**src/rtl/ex_muldiv_if.sv**
```systemverilog
// Execute-stage request/response bundle for ex_muldiv_unit.
// master = execute stage, slave = the multiply/divide unit.
interface ex_muldiv_if #(
  parameter int unsigned XLEN = 32
);
  logic            start;
  logic [2:0]      op;
  logic [XLEN-1:0] a;
  logic [XLEN-1:0] b;
  logic            flush;
  logic [XLEN-1:0] result;
  logic            done;
  logic            busy;
  logic            stall;

  modport master (
    output start, op, a, b, flush,
    input  result, done, busy, stall
  );

  modport slave (
    input  start, op, a, b, flush,
    output result, done, busy, stall
  );
endinterface

```
**src/rtl/ex_muldiv_unit.sv**
```systemverilog
// Iterative radix-2 RV32M/RV64M multiply/divide unit for the execute stage.
// Define EX_MULDIV_DIV_EN to build the divider; otherwise divide ops return 0 in one cycle.
module ex_muldiv_unit #(
  parameter int unsigned XLEN = 32
) (
  input  logic       clk,
  input  logic       rst,
  ex_muldiv_if.slave bus
);
  localparam int unsigned PW = 2 * XLEN;
  localparam int unsigned CW = $clog2(XLEN + 1);
`ifdef EX_MULDIV_DIV_EN
  localparam logic [XLEN-1:0] SMIN = {1'b1, {(XLEN-1){1'b0}}};
`endif

  typedef enum logic [1:0] {IDLE, RUN, DONE} state_e;

  state_e          state_q;
  logic [2:0]      op_q;
  logic            neg_q;
  logic [XLEN-1:0] opnd_q;
  logic [PW-1:0]   prod_q;
  logic [PW-1:0]   prod_d;
  logic [CW-1:0]   cnt_q;
  logic [XLEN-1:0] result_q;
  logic            done_q;
  logic            busy_q;

  logic            sgn_a_c, sgn_b_c, neg_a_c, neg_b_c, neg_res_c;
  logic [XLEN-1:0] mag_a_c, mag_b_c;
  logic            fast_c;
  logic [XLEN-1:0] fast_res_c;
  logic [XLEN:0]   mul_sum_c;
  logic [PW-1:0]   prod_neg_c;
  logic [XLEN-1:0] lo_c, hi_c, fin_c;
`ifdef EX_MULDIV_DIV_EN
  logic [XLEN:0]   div_shift_c, div_diff_c;
`endif

  // Operand sign handling at accept; magnitudes feed the unsigned datapath.
  always_comb begin
    sgn_a_c   = (bus.op == 3'b001) || (bus.op == 3'b010) ||
                (bus.op == 3'b100) || (bus.op == 3'b110);
    sgn_b_c   = (bus.op == 3'b001) || (bus.op == 3'b100) || (bus.op == 3'b110);
    neg_a_c   = sgn_a_c && bus.a[XLEN-1];
    neg_b_c   = sgn_b_c && bus.b[XLEN-1];
    mag_a_c   = neg_a_c ? -bus.a : bus.a;
    mag_b_c   = neg_b_c ? -bus.b : bus.b;
    neg_res_c = (bus.op[2] && bus.op[1]) ? neg_a_c : (neg_a_c ^ neg_b_c);
  end

  // One-cycle results that bypass the iterative datapath.
  always_comb begin
    fast_c     = 1'b0;
    fast_res_c = '0;
`ifdef EX_MULDIV_DIV_EN
    if (bus.op[2]) begin
      if (bus.b == '0) begin
        fast_c     = 1'b1;
        fast_res_c = bus.op[1] ? bus.a : '1;
      end else if (!bus.op[0] && (bus.a == SMIN) && (bus.b == '1)) begin
        fast_c     = 1'b1;
        fast_res_c = bus.op[1] ? '0 : bus.a;
      end
    end
`else
    fast_c     = bus.op[2];
`endif
  end

  // Radix-2 step: prod_q is {acc, multiplier} for MUL and {rem, quotient} for DIV.
  always_comb begin
    mul_sum_c = {1'b0, prod_q[PW-1:XLEN]} + {1'b0, opnd_q};
    prod_d    = prod_q[0] ? {mul_sum_c, prod_q[XLEN-1:1]} : {1'b0, prod_q[PW-1:1]};
`ifdef EX_MULDIV_DIV_EN
    div_shift_c = prod_q[PW-1:XLEN-1];
    div_diff_c  = div_shift_c - {1'b0, opnd_q};
    if (op_q[2]) begin
      prod_d = div_diff_c[XLEN] ? {div_shift_c[XLEN-1:0], prod_q[XLEN-2:0], 1'b0}
                                : {div_diff_c[XLEN-1:0], prod_q[XLEN-2:0], 1'b1};
    end
`endif
  end

  // Sign fix-up and result selection from the final step.
  always_comb begin
    prod_neg_c = -prod_d;
    lo_c       = neg_q ? -prod_d[XLEN-1:0]  : prod_d[XLEN-1:0];
    hi_c       = neg_q ? -prod_d[PW-1:XLEN] : prod_d[PW-1:XLEN];
    case (op_q)
      3'b000:                 fin_c = prod_d[XLEN-1:0];
      3'b001, 3'b010, 3'b011: fin_c = neg_q ? prod_neg_c[PW-1:XLEN] : prod_d[PW-1:XLEN];
      3'b100, 3'b101:         fin_c = lo_c;
      default:                fin_c = hi_c;
    endcase
  end

  always_ff @(posedge clk) begin
    if (rst) begin
      state_q  <= IDLE;
      op_q     <= '0;
      neg_q    <= 1'b0;
      opnd_q   <= '0;
      prod_q   <= '0;
      cnt_q    <= '0;
      result_q <= '0;
      done_q   <= 1'b0;
      busy_q   <= 1'b0;
    end else begin
      done_q <= 1'b0;
      case (state_q)
        IDLE: begin
          if (bus.start && !bus.flush) begin
            op_q   <= bus.op;
            neg_q  <= neg_res_c;
            opnd_q <= mag_b_c;
            prod_q <= {{XLEN{1'b0}}, mag_a_c};
            cnt_q  <= CW'(XLEN);
            busy_q <= 1'b1;
            if (fast_c) begin
              state_q  <= DONE;
              result_q <= fast_res_c;
              done_q   <= 1'b1;
            end else begin
              state_q <= RUN;
            end
          end
        end
        RUN: begin
          if (bus.flush) begin
            state_q <= IDLE;
            busy_q  <= 1'b0;
          end else begin
            prod_q <= prod_d;
            cnt_q  <= cnt_q - CW'(1);
            if (cnt_q == CW'(1)) begin
              state_q  <= DONE;
              result_q <= fin_c;
              done_q   <= 1'b1;
            end
          end
        end
        DONE: begin
          state_q <= IDLE;
          busy_q  <= 1'b0;
        end
        default: begin
          state_q <= IDLE;
          busy_q  <= 1'b0;
        end
      endcase
    end
  end

  // Stall is the lone combinational output so the front end freezes in the accept cycle.
  assign bus.stall  = !rst && (((state_q == IDLE) && bus.start && !bus.flush) ||
                               (state_q == RUN));
  assign bus.result = result_q;
  assign bus.done   = done_q;
  assign bus.busy   = busy_q;

endmodule

```
**src/flat_wrapper.sv**
```systemverilog
// flat-port wrapper written by rule: the top's interface ports become plain ports
module ex_muldiv_unit_flat 
#(
  parameter int unsigned XLEN = 32
)
  (clk, rst, bus_start, bus_op, bus_a, bus_b, bus_flush, bus_result, bus_done, bus_busy, bus_stall);
  ex_muldiv_if #(.XLEN(XLEN)) bus_i ();
  input  logic clk;
  input  logic rst;
  input wire logic [$bits(bus_i.start)-1:0] bus_start;
  input wire logic [$bits(bus_i.op)-1:0] bus_op;
  input wire logic [$bits(bus_i.a)-1:0] bus_a;
  input wire logic [$bits(bus_i.b)-1:0] bus_b;
  input wire logic [$bits(bus_i.flush)-1:0] bus_flush;
  output wire logic [$bits(bus_i.result)-1:0] bus_result;
  output wire logic [$bits(bus_i.done)-1:0] bus_done;
  output wire logic [$bits(bus_i.busy)-1:0] bus_busy;
  output wire logic [$bits(bus_i.stall)-1:0] bus_stall;
  assign bus_i.start = bus_start;
  assign bus_i.op = bus_op;
  assign bus_i.a = bus_a;
  assign bus_i.b = bus_b;
  assign bus_i.flush = bus_flush;
  assign bus_result = bus_i.result;
  assign bus_done = bus_i.done;
  assign bus_busy = bus_i.busy;
  assign bus_stall = bus_i.stall;
  ex_muldiv_unit #(.XLEN(XLEN)) u_core (.clk(clk), .rst(rst), .bus(bus_i));
endmodule
```
**config.mk**
```make
export PLATFORM = sky130hd
export DESIGN_NAME = ex_muldiv_unit_flat
export DESIGN_NICKNAME = d
export VERILOG_FILES = /design/src/rtl/ex_muldiv_if.sv /design/src/rtl/ex_muldiv_unit.sv /design/src/flat_wrapper.sv
export SDC_FILE = /design/constraint.sdc
export NUM_CORES = 1
export LEC_CHECK = 0
export CORE_MARGIN = 3
export CORE_UTILIZATION = 30
export CTS_CLUSTER_DIAMETER = 40
export DETAILED_ROUTE_END_ITERATION = 16
export DONT_BUFFER_PORTS = 1
export PLACE_DENSITY_LB_ADDON = 0.05
export SYNTH_ARGS = -nofsm -noshare
export SYNTH_HDL_FRONTEND = slang
export SYNTH_SLANG_ARGS = --single-unit
```
**constraint.sdc**
```tcl
create_clock -name clk -period 5.14 [get_ports clk]
set_clock_uncertainty 0.2 [all_clocks]
set_input_delay 1.028 -clock clk [delete_from_list [all_inputs] [get_ports clk]]
set_output_delay 1.028 -clock clk [all_outputs]
set_load 0.02 [all_outputs]
```
### Word-level counts from Yosys, hierarchy flattened

Cells that the tools add are included.

* flip-flop bits (word level): 142
* input bits: 71
* output and inout bits: 35
* word-level logic and storage cells: 91

* add/sub/neg operators: 7
* equal/unequal tests: 17
* multiplexer cells: 32
* bitwise gates (word level): 1
* reduce and logical (&&, ||, !) cells: 25

Operators with widths (count)
* 2-to-1 mux 32 bit: 9
* 2-to-1 mux 64 bit: 3
* negation 32 bit: 4
* case mux 64 bit (2 select lines): 1
* case mux 32 bit (3 select lines): 1
* negation 64 bit: 1
* case mux 32 bit (2 select lines): 1
* adder 32 x 32 -> 33 bit: 1
* equality test 3 bit (second input constant): 4
* 2-to-1 mux 6 bit: 2
* case mux 6 bit (2 select lines): 1
* equality test 3 x 2 -> 1 bit (second input constant): 3
* 2-to-1 mux 2 bit: 4
* logical AND 1 bit: 7
* 2-to-1 mux 1 bit: 7
* equality test 3 x 1 -> 1 bit (second input constant): 2
* equality test 6 x 1 -> 1 bit (second input constant): 1
* logical OR 1 bit: 6
* inequality test 2 bit (second input constant): 3
* AND reduction 2 bit: 3
* subtractor 6 x 1 -> 6 bit (second input constant): 1
* AND reduction 5 bit: 1
* inequality test 2 x 1 -> 1 bit (second input constant): 2
* case mux 1 bit (2 select lines): 2
* 11 further kinds: 12

### Depth between registers and ports, before layout

Gate-level depths: netlist of run 1.

* depth after elaboration: 8
* depth in mapped cells: 15
* gate-level depth less buffers: 15

### Least setup slack after synthesis of run 1

OpenSTA, ideal clock, no wires.

* path kind: flip-flop to flip-flop
* from: reg u_core.prod_q[32]
* to: reg u_core.result_q[15] (netlist: u_core.bus.result[15])
* setup time: 0.130 ns
* arrival: 3.932 ns
* required time: 4.810 ns
* setup slack: 0.877 ns
* cell stages (with the launch flop): 16
* path buffers: 1
* clock period less this slack: 4.263 ns
* path through: dfxtp_1 -> ha_1 -> fa_1 -> a211oi_2 -> o21a_2 -> nor3_1 -> or3_1 -> clkbuf_1 -> a211o_1 -> or4_4 -> or2_1 -> o31ai_2 -> a21boi_1 -> xor2_1 -> a221oi_1 -> nor3_2

* longest elaborated chain between the ends: 8
* elaborated cells on any way between the ends: 10
* classes of those cells: add/sub: 3; mux: 7

RTL lines
* from (decl): line ex_muldiv_unit.sv:22 `logic [PW-1:0] prod_q;`
* from (signal assigned): line ex_muldiv_unit.sv:117 `prod_q <= {{XLEN{1'b0}}, mag_a_c};`
* from (signal assigned): line ex_muldiv_unit.sv:134 `prod_q <= prod_d;`
* adder 32 x 32 -> 33 bit: line ex_muldiv_unit.sv:73 `mul_sum_c = {1'b0, prod_q[PW-1:XLEN]} + {1'b0, opnd_q};`
* 2-to-1 mux 64 bit (*): line ex_muldiv_unit.sv:74 `prod_d = prod_q[0] ? {mul_sum_c, prod_q[XLEN-1:1]} : {1'b0, prod_q[PW-1:1]};`
* negation 64 bit / negation 32 bit (equally long branches): line ex_muldiv_unit.sv:87, ex_muldiv_unit.sv:89
* 2-to-1 mux 32 bit, on equally long branches: line ex_muldiv_unit.sv:92, ex_muldiv_unit.sv:89
* case mux 32 bit (3 select lines) (*): line ex_muldiv_unit.sv:90 `case (op_q)`
* 2-to-1 mux 32 bit (*): line ex_muldiv_unit.sv:136 `if (cnt_q == CW'(1)) begin`
* 2-to-1 mux 32 bit (*): line ex_muldiv_unit.sv:130 `if (bus.flush) begin`
* case mux 32 bit (2 select lines) (*): line ex_muldiv_unit.sv:111 `case (state_q)`
* to (signal assigned): line ex_muldiv_unit.sv:122 `result_q <= fast_res_c;`
* to (signal assigned): line ex_muldiv_unit.sv:138 `result_q <= fin_c;`
* to (decl): line ex_muldiv_unit.sv:25 `logic [XLEN-1:0] result_q;`

Mark *: on every way between the ends. The rest lies on a longest branch, timed or not. The select of a mux whose other input is x is not followed.
A chain may end at the register's enable or synchronous reset.

### Worst setup path in the final report of run 1

* from: reg u_core.prod_q[32]
* to: reg u_core.result_q[30] (netlist: u_core.bus.result[30])

Same word-level chain as after synthesis.

==> results of run 1 <==
## cell type report
| cell class | count | share of cell area |
|---|---|---|
| clock buffer | 18 | 0.0333 |
| clock inverter | 14 | 0.0117 |
| inverter | 32 | 0.00932 |
| multi-input combinational | 1378 | 0.652 |
| sequential | 142 | 0.221 |
| tap | 518 | 0.0503 |
| timing repair buffer | 38 | 0.0221 |
## how the worst min path moves through the flow
stage | from | to | slack (ns) | cells after the start
floorplan | u_core.opnd_q[31] | u_core.opnd_q[31] | 0.24 | 2
global placement | u_core.opnd_q[0] | u_core.opnd_q[0] | 0.25 | 2
detailed placement | u_core.opnd_q[0] | u_core.opnd_q[0] | 0.26 | 2
CTS | u_core.opnd_q[0] | u_core.opnd_q[0] | 0.27 | 2
global route | u_core.opnd_q[0] | u_core.opnd_q[0] | 0.30 | 2
finish | u_core.opnd_q[0] | u_core.opnd_q[0] | 0.27 | 2
## state kept, by name, indices dropped and copies added, names as in the netlist
name               cells
u_core.state_q         2
u_core.opnd_q         32
u_core.bus.result     32
u_core.neg_q           1
u_core.op_q            3
u_core.prod_q         64
u_core.bus.done        1
u_core.bus.busy        1
u_core.cnt_q           6
## metrics by stage
step | hold WS [ns] | total power, mW | util | instances | worst slack, ns
final | 0.272 | 3.23 | 0.333 | 2140 | 0.438
after global routing | 0.303 | 3.40 | 0.333 | 2140 | 0.164
after CTS | 0.270 | 3.27 | 0.333 | 2140 | 0.507
after detailed placement | 0.259 | 1.98 | 0.318 | 2108 | 0.542
after global placement | 0.253 | 1.98 | 0.318 | 2108 | 0.602
after floorplan | 0.236 | 1.77 | - | 1667 | 0.877
## synth_stat cells, types with 15 or more instances
library cell	count
nor2b_1	15
clkbuf_1	98
nor2_1	238
dfxtp_1	142
inv_1	31
o21ai_1	15
o21ai_0	109
xor2_1	76
nor3_1	49
o41ai_1	15
ha_1	38
nand4_1	17
a21o_1	25
nor4_1	17
xnor2_1	59
a211oi_1	70
nand2b_1	15
a31oi_1	18
nand2_1	153
or3_1	26
nand3_1	42
a21oi_1	170
o31ai_1	26
## logic make-up after synthesis
group | count (synthesis)
AOI/OAI and AO/OA | 562
and+or+nand+nor | 625
DFF | 142
adders and majority gates | 39
xor gates and xnor gates | 135
buffers and inverters | 147
muxes | 17
## where the power goes
group / switching [mW] / leakage [nW] / internal [mW]
clock network: 0.590 / 0.276 / 0.687
registers: 0.0766 / 1.16 / 1.14
logic: 0.476 / 3.26 / 0.261
total: 1.14 / 4.69 / 2.09
## layout by cell type, fill, tap and decap left out, types with 5 or more instances in the layout
cell type  synthesis  routed
nor2_1           238     237
a21oi_1          170     170
nand2_1          153     153
dfxtp_1          142     139
o21ai_0          109     108
xor2_1            76      76
a211oi_1          70      70
xnor2_1           59      59
nor3_1            49      47
nand3_1           42      42
ha_1              38      38
buf_4              1      38
inv_1             31      31
o31ai_1           26      26
or3_1             26      26
a21o_1            25      25
a31oi_1           18      18
nor4_1            17      17
nand4_1           17      17
clkbuf_16          0      17
o21ai_1           15      16
nor2b_1           15      15
o41ai_1           15      15
nand2b_1          15      14
mux2i_1           13      13
a22oi_1           13      13
o211ai_1          13      13
o221ai_1          13      13
o21a_1            12      12
or4_1             12      12
and3_1            10      10
a221oi_1           9       9
and2_1             7       7
a311oi_1           7       7
o2111ai_1          5       5
or2_2              5       5
inv_6              0       5
## per-layer routing
layer  vias up  routed length (um)  global-route usage
met5         -                  12                   0
li1       5992                   -                   -
met2       315               20000               0.326
met4         2                 685              0.0474
met1      5810               24500               0.339
met3        37                2440              0.0425
## worst max-delay path: cells and delay by family (launching register included)
kind / cells / cell delay [ns]
compound gates: 8 / 2.22
simple gates: 3 / 0.96
fa+ha+maj: 2 / 0.70
xor+xnor: 1 / 0.17
flops: 1 / 0.33
==> impl_metrics.py, run 1 <==
metrics = {
    "synth": {
        "synth.area.top_cells": "dfxtp_1, nor2_1, a21oi_1",
        "ys_types": 82,
        "yosysSeqAreaShare": 0.241,
        "synth_adder_area_share": 0.0420,
        "syn_avg_cell_area_um2": 7.08,
        "muxShareOfSynthArea": 0.0148,
        "ys_ff_latch": 142,
        "synth_edf_count": 0,
        "synthXorXnorAreaFrac": 0.100,
        "synth_top_family_by_area": "compound AO/OA/AOI/OAI gates",
        "yosys.area.top_type": "dfxtp_1",
        "yosysWarnings": 0,
        "synth_nets": 1777,
        "syn_area_um2": 11800,
        "ys.flop_type": "dfxtp_1",
        "synth_simple_gate_area_frac": 0.246,
        "yosys.area.top_type_share": 0.241,
        "synthCells": 1667,
        "synth_compound_area_frac": 0.307,
        "async_reset_ff_frac": 0,
    },
    "clock_tree": {
        "numCtsBuffers": 17,
        "clk_path_buf_depth": 2,
        "cts_resized": 0,
        "insertion_delay_ns": 0.45,
        "cts_root_buf": "clkbuf_16",
        "cts_max_level": 4,
        "ctsHoldBuffers": 0,
        "post_cts_buffers": 0,
        "clk_pin_slew_ns": 0.07,
        "cts_tree": "built",
        "clkSinkCount": 142,
    },
    "floorplanning": {
        "rows": 72,
        "ios": 106,
        "die_y_um": 204,
        "initial_core_util": 0.305,
        "dieArea_um2": 41800,
        "die_x_um": 204,
        "design.core.area_um2": 38700,
    },
    "global_routing": {
        "first_global_vias": 11200,
        "grt_max_degree": 136,
        "grt_pass1_wl_mm": 71.1,
        "antenna_found_initial": 2,
        "grtUsageTotal": 0.224,
        "overflow": 0,
    },
    "pwr": {
        "p_leak_nw": 4.69,
        "vdd_drop_max_mv": 0.215,
        "p_per_area_nw_per_um2": 251,
    },
    "run_status": {
        "status": "completed",
    },
    "critical_path": {
        "crit_end": "u_core.bus.result[30]",
        "critical_path.slowest_cell": "o41ai_1",
        "worst_setup_path_end_kind": "flop",
        "crit_start": "u_core.prod_q[32]",
        "r2r-end": "u_core.bus.result[30]",
        "required_ns": 5.27,
        "worst-setup-path-type": "flop to flop",
        "start_kind": "flop",
        "max_stage_delay_ns": 0.50,
        "path_cells": "ha_1, fa_1, a211oi_2, o211ai_1, nand2_1, a21oi_1, a21o_1, a221o_1, nor3_1, nand4_1, o41ai_1, xnor2_1, a21oi_1, a2111oi_0",
        "worstRegToRegCells": 14,
        "cp.arrival_ns": 4.83,
        "r2r-start": "u_core.prod_q[32]",
        "crit_top_cell": "a21oi_1",
        "r2r_slack_ns": 0.44,
        "crit_fanout": 6,
    },
    "min_path": {
        "worstHoldPathType": "flop to flop",
    },
    "place": {
        "dpl.hpwl_mm": 36.6,
        "gp_congestion": 0.901,
        "place_area_um2": 12300,
        "io_buffers": 0,
    },
    "sta": {
        "period_needed_ns": 4.70,
        "fin_crit_sh": 0.915,
        "fmax_mhz": 213,
        "worstMarginPinSlew_ns": 0.873,
        "slew_headroom": 0.412,
        "setup-violations-final": 0,
        "setup_tns_ns": 0,
        "hold_viol": 0,
        "slew_violations": 0,
        "rsz0062_at_grt": "no",
    },
    "job": {
        "cap_violations": 0,
    },
    "final_layout": {
        "fin_area_um2": 12900,
        "antenna_cells": 0,
        "seq_area_um2": 2850,
        "n_fill_cell": 4321,
        "area_growth_pct": 9.09,
        "drive_above_1_share": 0.0654,
        "fin_nets": 1719,
        "multi_input_area_um2": 8400,
    },
    "detailed_routing": {
        "drt_pass1_iterations": 5,
        "first_iter_violations": 947,
        "drc": 0,
        "num_vias": 12200,
        "wire_per_inst_um": 22.3,
        "vias_per_cell": 5.68,
        "routed_wl_mm": 47.7,
        "antenna_left": 0,
    },
}
Note: power is estimated with default switching activity, not from simulation.
==> run 2: changes to the inputs <==
- CORE_MARGIN: 3 -> not set
- SLEW_MARGIN: not set -> 10
==> impl_metrics.py, run 2 (synthesis gave the netlist of run 1 again) <==
metrics = {
    "detailed_routing": {
        "vias_per_cell": 5.67,
        "routed_wl_mm": 47.4,
        "drc": 0,
        "met1Wirelength_mm": 23.9,
        "wire_per_inst_um": 22.2,
        "top_layer_used": "met5",
        "route.met2.wl_mm": 20.0,
        "route.met3.wl_mm": 2.81,
        "num_vias": 12100,
        "first_iter_violations": 913,
        "antenna_left": 0,
        "drt_pass1_iterations": 5,
    },
    "sta": {
        "hold_viol": 0,
        "fin_ws_ns": 0.339,
        "fin_hold_ws_ns": 0.264,
        "slew_violations": 0,
        "period_needed_ns": 4.80,
        "slew_headroom": 0.218,
        "setup_tns_ns": 0,
        "rsz0062_at_grt": "no",
        "worstMarginPinSlew_ns": 1.17,
        "fin_crit_sh": 0.934,
        "fmax_mhz": 208,
        "setup-violations-final": 0,
    },
    "pwr": {
        "p_int_mw": 2.14,
        "p_leak_nw": 4.70,
        "total_power_mw": 3.29,
        "vdd_drop_max_mv": 0.234,
        "clockPowerShare": 0.405,
        "p_sw_mw": 1.15,
        "seq_power_share": 0.373,
        "combPwrFrac": 0.222,
        "p_per_area_nw_per_um2": 255,
        "swShare": 0.350,
    },
    "final_layout": {
        "layout_commonest_cell": "nor2_1",
        "layout.cells.non_filler": 2140,
        "largest_register_ffs": 64,
        "mostFrequentLayoutCells": "nor2_1, a21oi_1, nand2_1",
        "drive_above_1_share": 0.0660,
        "seq_area_um2": 2850,
        "multi_input_area_um2": 8410,
        "largest_register": "u_core.prod_q",
        "n_fill_cell": 4266,
        "area_growth_pct": 9.24,
        "fin_nets": 1718,
    },
    "global_routing": {
        "antenna_found_initial": 1,
        "grtUsageTotal": 0.234,
        "first_global_vias": 11100,
        "grt_max_degree": 136,
        "overflow": 0,
        "grt_pass1_wl_mm": 71.0,
    },
    "clock_tree": {
        "numCtsBuffers": 17,
        "cts_tree": "built",
        "post_cts_buffers": 0,
        "clkSinkCount": 142,
        "cts_resized": 0,
        "cts_max_level": 4,
        "clk_pin_slew_ns": 0.08,
        "clk_path_buf_depth": 2,
        "insertion_delay_ns": 0.46,
        "cts_root_buf": "clkbuf_16",
        "ctsHoldBuffers": 0,
    },
    "place": {
        "gp_congestion": 0.871,
        "place_ws_ns": 0.527,
        "io_buffers": 0,
        "dpl.hpwl_mm": 36.4,
        "placed_cells": 2107,
    },
    "run_status": {
        "status": "completed",
    },
    "critical_path": {
        "crit_fanout": 6,
        "worst-setup-path-type": "flop to flop",
        "cp.arrival_ns": 4.91,
        "worst_setup_path_end_kind": "flop",
        "start_kind": "flop",
        "required_ns": 5.25,
    },
    "min_path": {
        "worstHoldPathType": "flop to flop",
    },
    "floorplanning": {
        "ios": 106,
        "initial_core_util": 0.305,
        "dieArea_um2": 40200,
        "die_x_um": 200,
        "design.core.area_um2": 38700,
        "die_y_um": 200,
        "rows": 72,
    },
    "job": {
        "cap_violations": 0,
    },
}
run 2: cell types whose count changed in the layout (fill, tap and decap cells not counted):
| cell | delta |
|---|---|
| nor2_2 | +1 |
| o21ai_1 | -1 |
| bufinv_16 | +1 |
| inv_8 | -1 |
| o21ai_0 | +1 |
| buf_4 | -1 |
| nor2_1 | -1 |
| clkbuf_1 | -1 |
| clkinv_2 | +1 |
| diode_2 | +1 |
run 2: critical path, cell delays in order, from the launching register on:
cell and delay [ns]:
dfxtp_1 0.33, ha_1 0.24, fa_1 0.45, a211oi_2 0.33
o211ai_1 0.13, nand2_1 0.23, a21oi_1 0.18, a21o_1 0.19
a221o_1 0.42, nor3_1 0.48, nand4_1 0.27, o41ai_1 0.46
xnor2_1 0.17, a21oi_1 0.08, a2111oi_0 0.46
run 2: through the flow:
| stage | util | area (um2) |
|---|---|---|
| floorplan | - | 11800 |
| global placement | 0.318 | 12300 |
| detailed placement | 0.318 | 12300 |
| CTS | 0.333 | 12900 |
| global route | 0.333 | 12900 |
| finish | 0.333 | 12900 |
run 2: path summary, 6_finish.rpt:
check	start	to	slack, ns	cells past startpoint
max	u_core.prod_q[32]	u_core.bus.result[30]	0.34	14
min	u_core.opnd_q[0]	u_core.opnd_q[0]	0.26	2
max reg2reg	u_core.prod_q[32]	u_core.bus.result[30]	0.34	14
min reg2reg	u_core.opnd_q[0]	u_core.opnd_q[0]	0.26	2
run 2: layer usage:
metal	track usage	vias up
met1	0.345	5781
met3	0.0450	39
met5	0	-
met4	0.0556	2
met2	0.345	312
li1	-	6002
run 2: power by group through the flow:
stage          Combinational, mW  Sequential, mW  Clock [mW]
5_1_grt                    0.807            1.23        1.40
6_report                   0.728            1.23        1.33
4_1_cts                    0.727            1.22        1.36
2_1_floorplan              0.571            1.20           0
3_5_place_dp               0.725            1.25           0
3_3_place_gp               0.726            1.25           0
run 2: layout make-up:
type,count,area share
Antenna cell,1,0.000194
Tap cell,518,0.0502
Timing Repair Buffer,37,0.0215
Clock inverter,15,0.0135
Multi-Input combinational cell,1378,0.652
Sequential cell,142,0.221
Clock buffer,17,0.0330
Inverter,32,0.00931
